### src/rtl/bit_serial_stack.sv
// bit_serial_stack
// Small operand stack that evaluates binary operations one bit at a time
// through an external 1-bit ALU slice. The two top entries (TOS, NOS) are
// streamed LSB-first to the slice; the serial result replaces NOS and the
// stack shrinks by one.
//
// Ports
//   clk, rst            : single clock, synchronous active-high reset
//   cmd_valid/cmd_ready : command handshake (ready only in IDLE)
//   cmd_kind            : 0=PUSH, 1=POP, 2=EXEC, 3=CLEAR
//   cmd_op, cmd_cin     : ALU select and chain seed captured by EXEC
//   cmd_data            : PUSH operand
//   alu_a/alu_b/alu_c   : serial operand bits and chain bit to the slice
//   alu_s               : ALU select held from the last EXEC
//   alu_out, alu_cout   : slice result bit and chain-out
//   top, count          : top-of-stack value (0 when empty) and occupancy
//   flag                : final chain-out of the last completed EXEC
//   done, err           : one-cycle completion pulse, err marks a rejection
module bit_serial_stack #(
    parameter int WORD  = 4,
    parameter int DEPTH = 4,
    localparam int CW   = $clog2(DEPTH + 1)
) (
    input  logic            clk,
    input  logic            rst,
    input  logic            cmd_valid,
    output logic            cmd_ready,
    input  logic [1:0]      cmd_kind,
    input  logic [2:0]      cmd_op,
    input  logic            cmd_cin,
    input  logic [WORD-1:0] cmd_data,
    output logic            alu_a,
    output logic            alu_b,
    output logic            alu_c,
    output logic [2:0]      alu_s,
    input  logic            alu_out,
    input  logic            alu_cout,
    output logic [WORD-1:0] top,
    output logic [CW-1:0]   count,
    output logic            flag,
    output logic            done,
    output logic            err
);

    localparam int AW = $clog2(DEPTH);
    localparam int IW = (WORD > 1) ? $clog2(WORD) : 1;

    localparam logic [1:0] K_PUSH  = 2'd0;
    localparam logic [1:0] K_POP   = 2'd1;
    localparam logic [1:0] K_EXEC  = 2'd2;
    localparam logic [1:0] K_CLEAR = 2'd3;

    typedef enum logic [1:0] {
        S_IDLE  = 2'd0,
        S_SHIFT = 2'd1,
        S_WB    = 2'd2
    } state_t;

    state_t          state_r, state_s;
    logic [WORD-1:0] stack_r [DEPTH];
    logic [CW-1:0]   count_r;
    logic            flag_r;
    logic            done_r;
    logic            err_r;
    logic [2:0]      op_r;
    logic            chain_r;
    logic [IW-1:0]   bit_idx_r;
    logic [WORD-1:0] result_r;

    logic            accept_s;
    logic            push_ok_s;
    logic            exec_ok_s;
    logic [AW-1:0]   wr_idx_s;
    logic [AW-1:0]   tos_idx_s;
    logic [AW-1:0]   nos_idx_s;
    logic [WORD-1:0] tos_word_s;
    logic [WORD-1:0] nos_word_s;

    assign accept_s  = cmd_valid && (state_r == S_IDLE);
    assign push_ok_s = accept_s && (cmd_kind == K_PUSH) && (count_r < CW'(DEPTH));
    assign exec_ok_s = accept_s && (cmd_kind == K_EXEC) && (count_r >= CW'(2));

    // Indices are truncated to the array width; they are only used when in range.
    assign wr_idx_s   = AW'(count_r);
    assign tos_idx_s  = AW'(count_r - CW'(1));
    assign nos_idx_s  = AW'(count_r - CW'(2));
    assign tos_word_s = stack_r[tos_idx_s];
    assign nos_word_s = stack_r[nos_idx_s];

    assign cmd_ready = (state_r == S_IDLE);
    assign count     = count_r;
    assign flag      = flag_r;
    assign done      = done_r;
    assign err       = err_r;
    assign alu_s     = op_r;

    // Next-state logic for the IDLE -> SHIFT -> WB sequence.
    always_comb begin
        state_s = state_r;
        case (state_r)
            S_IDLE: begin
                if (exec_ok_s) begin
                    state_s = S_SHIFT;
                end else begin
                    state_s = S_IDLE;
                end
            end
            S_SHIFT: begin
                if (bit_idx_r == IW'(WORD - 1)) begin
                    state_s = S_WB;
                end else begin
                    state_s = S_SHIFT;
                end
            end
            S_WB:    state_s = S_IDLE;
            default: state_s = S_IDLE;
        endcase
    end

    // Serial operand drive; the slice sees zeros whenever no bit is in flight.
    always_comb begin
        alu_a = 1'b0;
        alu_b = 1'b0;
        alu_c = 1'b0;
        if (state_r == S_SHIFT) begin
            alu_a = tos_word_s[bit_idx_r];
            alu_b = nos_word_s[bit_idx_r];
            alu_c = chain_r;
        end else begin
            alu_a = 1'b0;
            alu_b = 1'b0;
            alu_c = 1'b0;
        end
    end

    // Top-of-stack view straight from the registered stack.
    always_comb begin
        if (count_r != {CW{1'b0}}) begin
            top = tos_word_s;
        end else begin
            top = {WORD{1'b0}};
        end
    end

    // Stack storage: written by an accepted PUSH or by the writeback cycle only.
    always_ff @(posedge clk) begin
        if (!rst && push_ok_s) begin
            stack_r[wr_idx_s] <= cmd_data;
        end else if (!rst && (state_r == S_WB)) begin
            stack_r[nos_idx_s] <= result_r;
        end
    end

    // Control and datapath registers: command execution, serial step, writeback.
    always_ff @(posedge clk) begin
        if (rst) begin
            state_r   <= S_IDLE;
            count_r   <= {CW{1'b0}};
            flag_r    <= 1'b0;
            done_r    <= 1'b0;
            err_r     <= 1'b0;
            op_r      <= 3'b000;
            chain_r   <= 1'b0;
            bit_idx_r <= {IW{1'b0}};
            result_r  <= {WORD{1'b0}};
        end else begin
            state_r <= state_s;
            done_r  <= 1'b0;
            err_r   <= 1'b0;
            case (state_r)
                S_IDLE: begin
                    if (accept_s) begin
                        case (cmd_kind)
                            K_PUSH: begin
                                done_r <= 1'b1;
                                if (push_ok_s) begin
                                    count_r <= count_r + CW'(1);
                                end else begin
                                    err_r <= 1'b1;
                                end
                            end
                            K_POP: begin
                                done_r <= 1'b1;
                                if (count_r != {CW{1'b0}}) begin
                                    count_r <= count_r - CW'(1);
                                end else begin
                                    err_r <= 1'b1;
                                end
                            end
                            K_EXEC: begin
                                if (exec_ok_s) begin
                                    op_r      <= cmd_op;
                                    chain_r   <= cmd_cin;
                                    bit_idx_r <= {IW{1'b0}};
                                end else begin
                                    done_r <= 1'b1;
                                    err_r  <= 1'b1;
                                end
                            end
                            K_CLEAR: begin
                                done_r  <= 1'b1;
                                count_r <= {CW{1'b0}};
                                flag_r  <= 1'b0;
                            end
                            default: begin
                                done_r <= 1'b0;
                            end
                        endcase
                    end
                end
                S_SHIFT: begin
                    result_r[bit_idx_r] <= alu_out;
                    chain_r             <= alu_cout;
                    bit_idx_r           <= bit_idx_r + IW'(1);
                    // done is registered, so raise it on the edge that enters WB.
                    if (bit_idx_r == IW'(WORD - 1)) begin
                        done_r <= 1'b1;
                    end
                end
                S_WB: begin
                    count_r <= count_r - CW'(1);
                    flag_r  <= chain_r;
                end
                default: begin
                    done_r <= 1'b0;
                end
            endcase
        end
    end

endmodule

### config.mk
export PLATFORM = sky130hd
export DESIGN_NAME = bit_serial_stack
export DESIGN_NICKNAME = d
export VERILOG_FILES = /design/src/rtl/bit_serial_stack.sv
export SDC_FILE = /design/constraint.sdc
export NUM_CORES = 1
export LEC_CHECK = 0
export BUFFER_PORTS_ARGS = -buffer_cell sky130_fd_sc_hd__buf_2
export CORE_MARGIN = 3
export CORE_UTILIZATION = 35
export DETAILED_ROUTE_END_ITERATION = 8
export MAX_ROUTING_LAYER = met4
export PLACE_DENSITY = 0.56
export SETUP_SLACK_MARGIN = 0.05
export SLEW_MARGIN = 20
export SYNTH_ARGS = -nofsm -noshare
export SYNTH_HDL_FRONTEND = slang
export SYNTH_SLANG_ARGS = --single-unit
### constraint.sdc
create_clock -name clk -period 3.17 [get_ports clk]
set_clock_uncertainty 0.15 [all_clocks]
set_input_delay 0.4755 -clock clk [delete_from_list [all_inputs] [get_ports clk]]
set_output_delay 0.4755 -clock clk [all_outputs]
set_load 0.005 [all_outputs]
# Word-level counts from Yosys, hierarchy flattened
# Memory sizes are Yosys's and may differ from the RTL's.
# Index checks and enable logic that the tools add are counted.
op_classes:
  add_sub_neg: 4
  n_lt_le_gt_ge: 4
  n_eq_ne: 13
  mux: 46
  bitwise_logic: 2
  n_reduce_logical: 21
op_table:
  columns: ["operator", "count"]
  rows:
  - ["two-way mux 1 bit", 23]
  - ["two-way mux 2 bit", 5]
  - ["two-way mux 3 bit", 3]
  - ["one-hot mux 3 bit (3 select lines)", 1]
  - ["== test 2 bit (second input constant)", 4]
  - ["logical AND 1 bit", 8]
  - ["two-way mux 4 bit", 2]
  - ["!= test 2 x 1 -> 1 bit (second input constant)", 4]
  - ["one-hot mux 1 bit (2 select lines)", 4]
  - ["one-hot mux 2 bit (2 select lines)", 2]
  - ["AND reduction 4 bit", 2]
  - ["!= test 3 bit (second input constant)", 2]
  - ["one-hot mux 3 bit (2 select lines)", 1]
  - ["OR reduction 3 bit", 2]
  - ["AND reduction 5 bit", 1]
  - ["binary-select mux 1 bit (select 2 bit)", 2]
  - ["bitwise mux 4 bit", 1]
  - ["== test 2 x 1 -> 1 bit (second input constant)", 2]
  - ["logical NOT 2 bit", 2]
  - ["!= test 4 x 1 -> 1 bit (second input constant)", 1]
  - ["nonzero test 2 bit", 2]
  - ["OR reduction 4 bit", 1]
  - ["adder 3 x 1 -> 3 bit (second input constant)", 1]
  - [">= comparator 3 x 2 -> 1 bit (second input constant)", 1]
  - ["12 further kinds", 13]
word_totals:
  regBits: 18
  mem_bits_rw: 16
  out_inout_bits: 17
  elab_cells: 100
  memories: 1
memory_table:
  columns: ["name", "depth", "word_bits", "rd", "rd_ports_with_merged_regs", "write_ports", "line", "source"]
  rows:
  - ["stack_r", 4, 4, 2, 0, 1, "60", "logic [WORD-1:0] stack_r [DEPTH];"]

# Longest topological paths before layout
# Gate-level depths: netlist of run 1.
logic_depth:
  ltp_word: 9
  mapped_depth: 7
  depth_no_buf: 6

# Worst setup path after synthesis of run 1
# Ideal clock, no wire load.
synth_timing:
  kind: "register to output"
  from: "reg count_r[0] (netlist: count[0])"
  to: "out alu_a"
  t_arrival_ps: 1597
  t_required_ps: 2544
  slack_ps: 948
  stages_incl_launch_ff: 7
  path_buffers: 1
  path_cell_list: "dfxtp_1 > buf_6 > inv_1 > ha_1 > mux4_2 > mux2i_1 > o22ai_1"
synth_via:
  elab_chain_len: 5
synth_lines:
  columns: ["element", "line", "source"]
  rows:
  - ["start, declared", "61", "logic [CW-1:0] count_r;"]
  - ["start signal, assigned", "158", "count_r <= {CW{1'b0}};"]
  - ["start signal, assigned", "177", "count_r <= count_r + CW'(1);"]
  - ["start signal, assigned", "185", "count_r <= count_r - CW'(1);"]
  - ["subtractor 3 x 1 -> 3 bit", null, null]
  - ["memory (4 x 4 bit)", null, null]
  - ["binary-select mux 1 bit (select 2 bit)", "126", "alu_a = tos_word_s[bit_idx_r];"]
  - ["two-way mux 1 bit (implied by the code)", "126", null]
  - ["two-way mux 1 bit", "125", "if (state_r == S_SHIFT) begin"]
  - ["end, declared", "32", "output logic alu_a,"]
# No other way between the ends. The select of a mux whose other input is x is not followed.

# Final worst setup path of run 1
layout_timing:
  from: "reg count_r[1] (netlist: count[1])"
  to: "out alu_a"
# The elaborated chain is that of the path after synthesis.

==> metrics.txt, run 1 <==
WP data arrival=2.13 ns; via count of the first global-routing pass=1338; Post-Synthesis Cells=169; Via density=5.004; flop and latch count out of synthesis=34; Max clock buf depth=2; Initial DRT Pass Iterations=4; post-synthesis mux area share=0.1628; die width=79.21 um; EDFF count, synth=16; Least-Margin Pin Slew=0.6607 ns; DR WL/cell=14.96 um; Power Density=415.7 nW/um^2; most common cell after layout, fill and taps aside=buf_2; Final Power=896.3 uW; fraction of layout cells with a size suffix above 1=0.2814; CP delay by family, top=flip-flops; post-synth top area cell=edfxtp_1; # port buffers=31; register area share after synthesis=0.4483; Leak Pwr=0.8283 nW; DP HPWL=around 3000 um; CP Data Required Time=~2.5 ns; fmax=363.4 MHz; R2R setup slack=1.15 ns; diode count=0; Post-synth top flop=dfxtp_1; status=finished clean; Slew headroom=0.5561; hold crit path type=in2reg; Total Negative Setup Slacks=0 ns; fin. max-slew vios=0; placed instance count=261; Core Area=5140 um^2; Non-Filler Instances=269; Final WS setup=0.4183 ns; Reg2Reg Capture Point=stack_r[3][0]; fin area=2156 um^2; largest net degree at the start of global routing=22; Startpoint Class=flip-flop; WP buf/inv=2; Remaining Overflow, GRT=0; most frequent cells in the layout=buf_2, dfxtp_1, nand2_1, edfxtp_1, a21oi_1; first-pass GRT wire length=slightly below 7000 um; Synth Area in Compound Gates=0.1187; die area=6273 um^2; I/O pin cnt=32; Yosys cell types=41; Placer Congestion=0.8251; RSZ-0062 raised after global routing=false; min cycle time layout=2.752 ns; Worst VDD drop=around 160 uV; Root Buffer=clkbuf_8; Initial Util=0.3649; Synth Area in XOR/XNOR=0.009340; CP peak stage delay=0.54 ns; Core Util, Final=0.4194; final hold slack=0.2756 ns; Simple-Gate Fraction of Synth Area=0.1601; setup bufs post-CTS=0; Critical Path End=alu_a; gr usage total=0.1445; Worst path depth=6; Mapped Area=1876 um^2; row count=26; initial antenna violation count=0; Die Ht=approximately 80 um; Placed Area=roughly 2100 um^2; DRC=0; syn_area_per_cell=approximately 11 um^2; Final ANT Viol Nets=0; worst-case reg-to-reg path depth=3; worst slack at placement=roughly 0.71 ns; maxcap violations=0; RR Startpoint=count[2]; CTS H-Tree Depth=2; syn nets=191; area grow syn2layout=14.94%; post-synthesis adder-cell area fraction=0.04670; Period Utilization, post-route=0.8680; vias=approximately 1300; clock sink total=34; TritonCTS Buffers=5; crit path max fanout=10; worst setup path startpoint=count[1]; critical path class=reg2out; asr flop ratio synth=0; Reg clk slew, reported paths=0.08 ns; Yosys top cell area share=0.2562; DRT Wirelength=4023 um; slowest library cell on the worst path=dfxtp_1; CTS tree=done; crit end category=output port; 1st-iter DRT viols=95; Skew-Pair Late Insertion Delay=roughly 0.28 ns; # resized after CTS=0; Hold Fails Final Rpt=0; synth top area cells=edfxtp_1, dfxtp_1, mux4_2; Synth Warn #=0; Final nets=220; largest family of logic cells by synthesized area=multiplexers; CTS Hold Buffers Added=0; Setup-failing EPs final=0; Critical Path, Cell by Cell=inv_1 -> ha_1 -> mux4_2 -> mux2i_1 -> o22ai_1 -> buf_2
-- cells by family (layout without fill, tap and decap cells) --
group,after synthesis,after routing
adder cells (fa/ha/maj),7,7
flip-flops,34,34
multiplexers,20,20
XOR/XNOR,2,2
buffers and inverters,20,50
AND/OR/NAND/NOR,56,56
AO/OA/AOI/OAI,30,30
-- sequential cells by signal (all words and copies together) (netlist names), 2 cells and up --
signal     cells
alu_s          3
bit_idx_r      2
count          3
result_r       4
stack_r       16
state_r        2
-- worst min-delay path: stages --
cell,delay (ns)
buf_2,0.08
mux2i_1,0.05
nor2_1,0.07
-- synth_stat cells, drive strengths merged, types with 4 or more instances --
master  number
dfxtp       18
edfxtp      16
nand2       16
a21oi       10
buf          8
inv          8
mux2i        8
mux4         8
nor2         8
ha           7
nand3        6
and2         5
nand2b       5
nor3         5
clkbuf       4
mux2         4
-- routing by layer --
metal | track usage | vias up | wire length, um
li1 | - | 682 | -
met1 | 0.1919 | 631 | 1974
met2 | 0.2113 | 29 | 1829
met3 | 0.03741 | 4 | 170
met4 | 0.05670 | 0 | 48
met5 | - | - | 0
-- report_power, final --
part	internal (mW)	leakage (nW)	switching, mW	total (mW)
registers	0.466	0.290	0.00752	0.473
logic	0.0527	0.493	0.0578	0.111
clock network	0.155	0.0452	0.158	0.312
total	0.673	0.828	0.223	0.896
-- layout make-up --
| cell class | count | area (um^2) |
|---|---|---|
| Fill cell | 529 | 2984 |
| Multi-Input combinational cell | 115 | 933.4 |
| Sequential cell | 34 | 840.8 |
| Timing Repair Buffer | 34 | 177.7 |
| Tap cell | 70 | 87.58 |
| Clock buffer | 6 | 72.57 |
| Inverter | 8 | 30.03 |
| Clock inverter | 2 | 13.76 |
-- how the worst min path moves through the flow --
stage	startpoint	end	cells after the start
final	cmd_op[2]	alu_s[2]	3
after global routing	cmd_op[0]	alu_s[0]	3
after CTS	cmd_op[2]	alu_s[2]	3
after detailed placement	result_r[0]	result_r[0]	2
after global placement	result_r[3]	result_r[3]	2
after floorplan	result_r[0]	result_r[0]	2
Note: power is estimated with default switching activity, not from simulation.
==> inputs of run 2 (changes only) <==
Settings changed: SKIP_LAST_GASP set to 1.
Clock period 3.17 ns to 2.89 ns, I/O delays scaled along.
==> run 2 against run 1 <==
Net effect: non-clock buffer count up 1; hold slack lost 0.046 ns; sequential share of layout area down 0.59 points; largest cell class unchanged.
==> metrics.txt, run 2 (synthesized netlist as in run 1, its figures left out) <==
Root Buffer=clkbuf_8; fin. max-slew vios=0; Sw Share=0.2337; DP HPWL=2954 um; Total Negative Setup Slacks=0 ns; Reg clk slew, reported paths=0.08 ns; clock sink total=34; Power Density=491.3 nW/um^2; initial antenna violation count=0; Initial DRT Pass Iterations=4; maxcap violations=0; Clk pwr share=0.405; Sequential Power Share=0.483; WP data arrival=1.99 ns; crit end category=output port; worst slack at placement=0.4845 ns; Via density=5.081; CP Data Required Time=2.31 ns; crit path max fanout=10; internal power=825.2 uW; fillcell total=between 500 and 600; I/O pin cnt=32; DRC=0; # resized after CTS=0; most frequent cells in the layout=buf_2, dfxtp_1, nand2_1, edfxtp_1, a21oi_1; setup bufs post-CTS=0; 1st-iter DRT viols=101; placed instance count=262; Final ANT Viol Nets=0; Leak Pwr=between 0.8 and 0.9 nW; die area=6273 um^2; Hold Fails Final Rpt=0; min cycle time layout=2.575 ns; gr usage total=0.1411; CTS tree=done; RSZ-0062 raised after global routing=false; Remaining Overflow, GRT=0; diode count=0; Placer Congestion=0.8023; hold crit path type=in2reg; Non-Filler Instances=270; Psw=251.7 uW; Initial Util=0.3649; Worst VDD drop=246.6 uV; Max clock buf depth=2; die width=79.21 um; DRT Wirelength=3958 um; CP delay by family, top=multiplexers; vias=about 1400; Period Utilization, post-route=0.8909; DR WL/cell=14.66 um; Final nets=221; Die Ht=79.21 um; Critical Path, Cell by Cell=inv_1 -> ha_1 -> mux4_2 -> mux2i_1 -> o22ai_1 -> buf_2; most common cell after layout, fill and taps aside=buf_2; CTS H-Tree Depth=2; critical path class=reg2out; fraction of layout cells with a size suffix above 1=0.2950; first-pass GRT wire length=between 6000 and 7000 um; Least-Margin Pin Slew=0.5470 ns; row count=26; slowest library cell on the worst path=dfxtp_2; Largest regs=stack_r: 16 flops, result_r: 4 flops; via count of the first global-routing pass=1330; combinational power share=0.112; status=finished clean; CP peak stage delay=between 0.4 and 0.5 ns; Skew-Pair Late Insertion Delay=0.29 ns; Slew headroom=0.6325; TritonCTS Buffers=5; Startpoint Class=flip-flop; final hold slack=between 0.2 and 0.25 ns; Final WS setup=0.3154 ns; WP buf/inv=2; fmax=388.4 MHz; area grow syn2layout=16.88%; largest net degree at the start of global routing=22; # port buffers=31; CTS Hold Buffers Added=0; Largest Register=stack_r; Core Area=5140 um^2; Largest register FFs=16; Setup-failing EPs final=0
[run 2: final cells by class]
cell class / instances / area [um^2] / area share
sequential: 34 / 842.1 / 0.3841
inverter: 8 / 30.03 / 0.01370
tap: 70 / 87.58 / 0.03995
multi-input combinational: 115 / 933.4 / 0.4258
clock buffer: 5 / 68.82 / 0.03139
clock inverter: 3 / 45.04 / 0.02055
timing repair buffer: 35 / 185.2 / 0.08448
[run 2: final timing paths]
kind / start / to / slack (ns) / cells after the start
setup / recovery: count[1] / alu_a / 0.32 / 6
hold / removal: cmd_op[2] / alu_s[2] / 0.23 / 3
setup reg to reg: count[2] / stack_r[3][2] / 0.96 / 3
hold reg to reg: chain_r / flag / 0.30 / 2
[run 2: tightest hold or removal path: stages]
cell,delay (ns)
buf_2,0.07
mux2i_1,0.05
nor2_1,0.07
[run 2: layer usage]
| metal | GRT usage | share of wire | routed length, um | vias up |
|---|---|---|---|---|
| li1 | - | - | - | 681 |
| met1 | 0.1842 | 0.46 | 1822 | 651 |
| met2 | 0.2096 | 0.47 | 1869 | 36 |
| met3 | 0.03401 | 0.058 | 228 | 4 |
| met4 | 0.06014 | 0.0096 | 38 | 0 |
| met5 | - | 0 | 0 | - |
[run 2: metrics by stage]
stage	instance area [um^2]	utilization	total power, mW
after floorplan	1876	-	0.6133
after global routing	2192	0.4265	1.130
after global placement	2077	0.4041	0.6529
after detailed placement	2077	0.4041	0.6522
after CTS	2191	0.4262	1.091
final	2192	0.4265	1.077
[run 2: power groups by stage]
stage,combinational [mW],clock (mW),sequential (mW)
after global placement,0.123,0,0.530
after floorplan,0.0866,0,0.527
after global routing,0.136,0.473,0.521
after detailed placement,0.122,0,0.530
final,0.121,0.436,0.520
after CTS,0.123,0.449,0.519
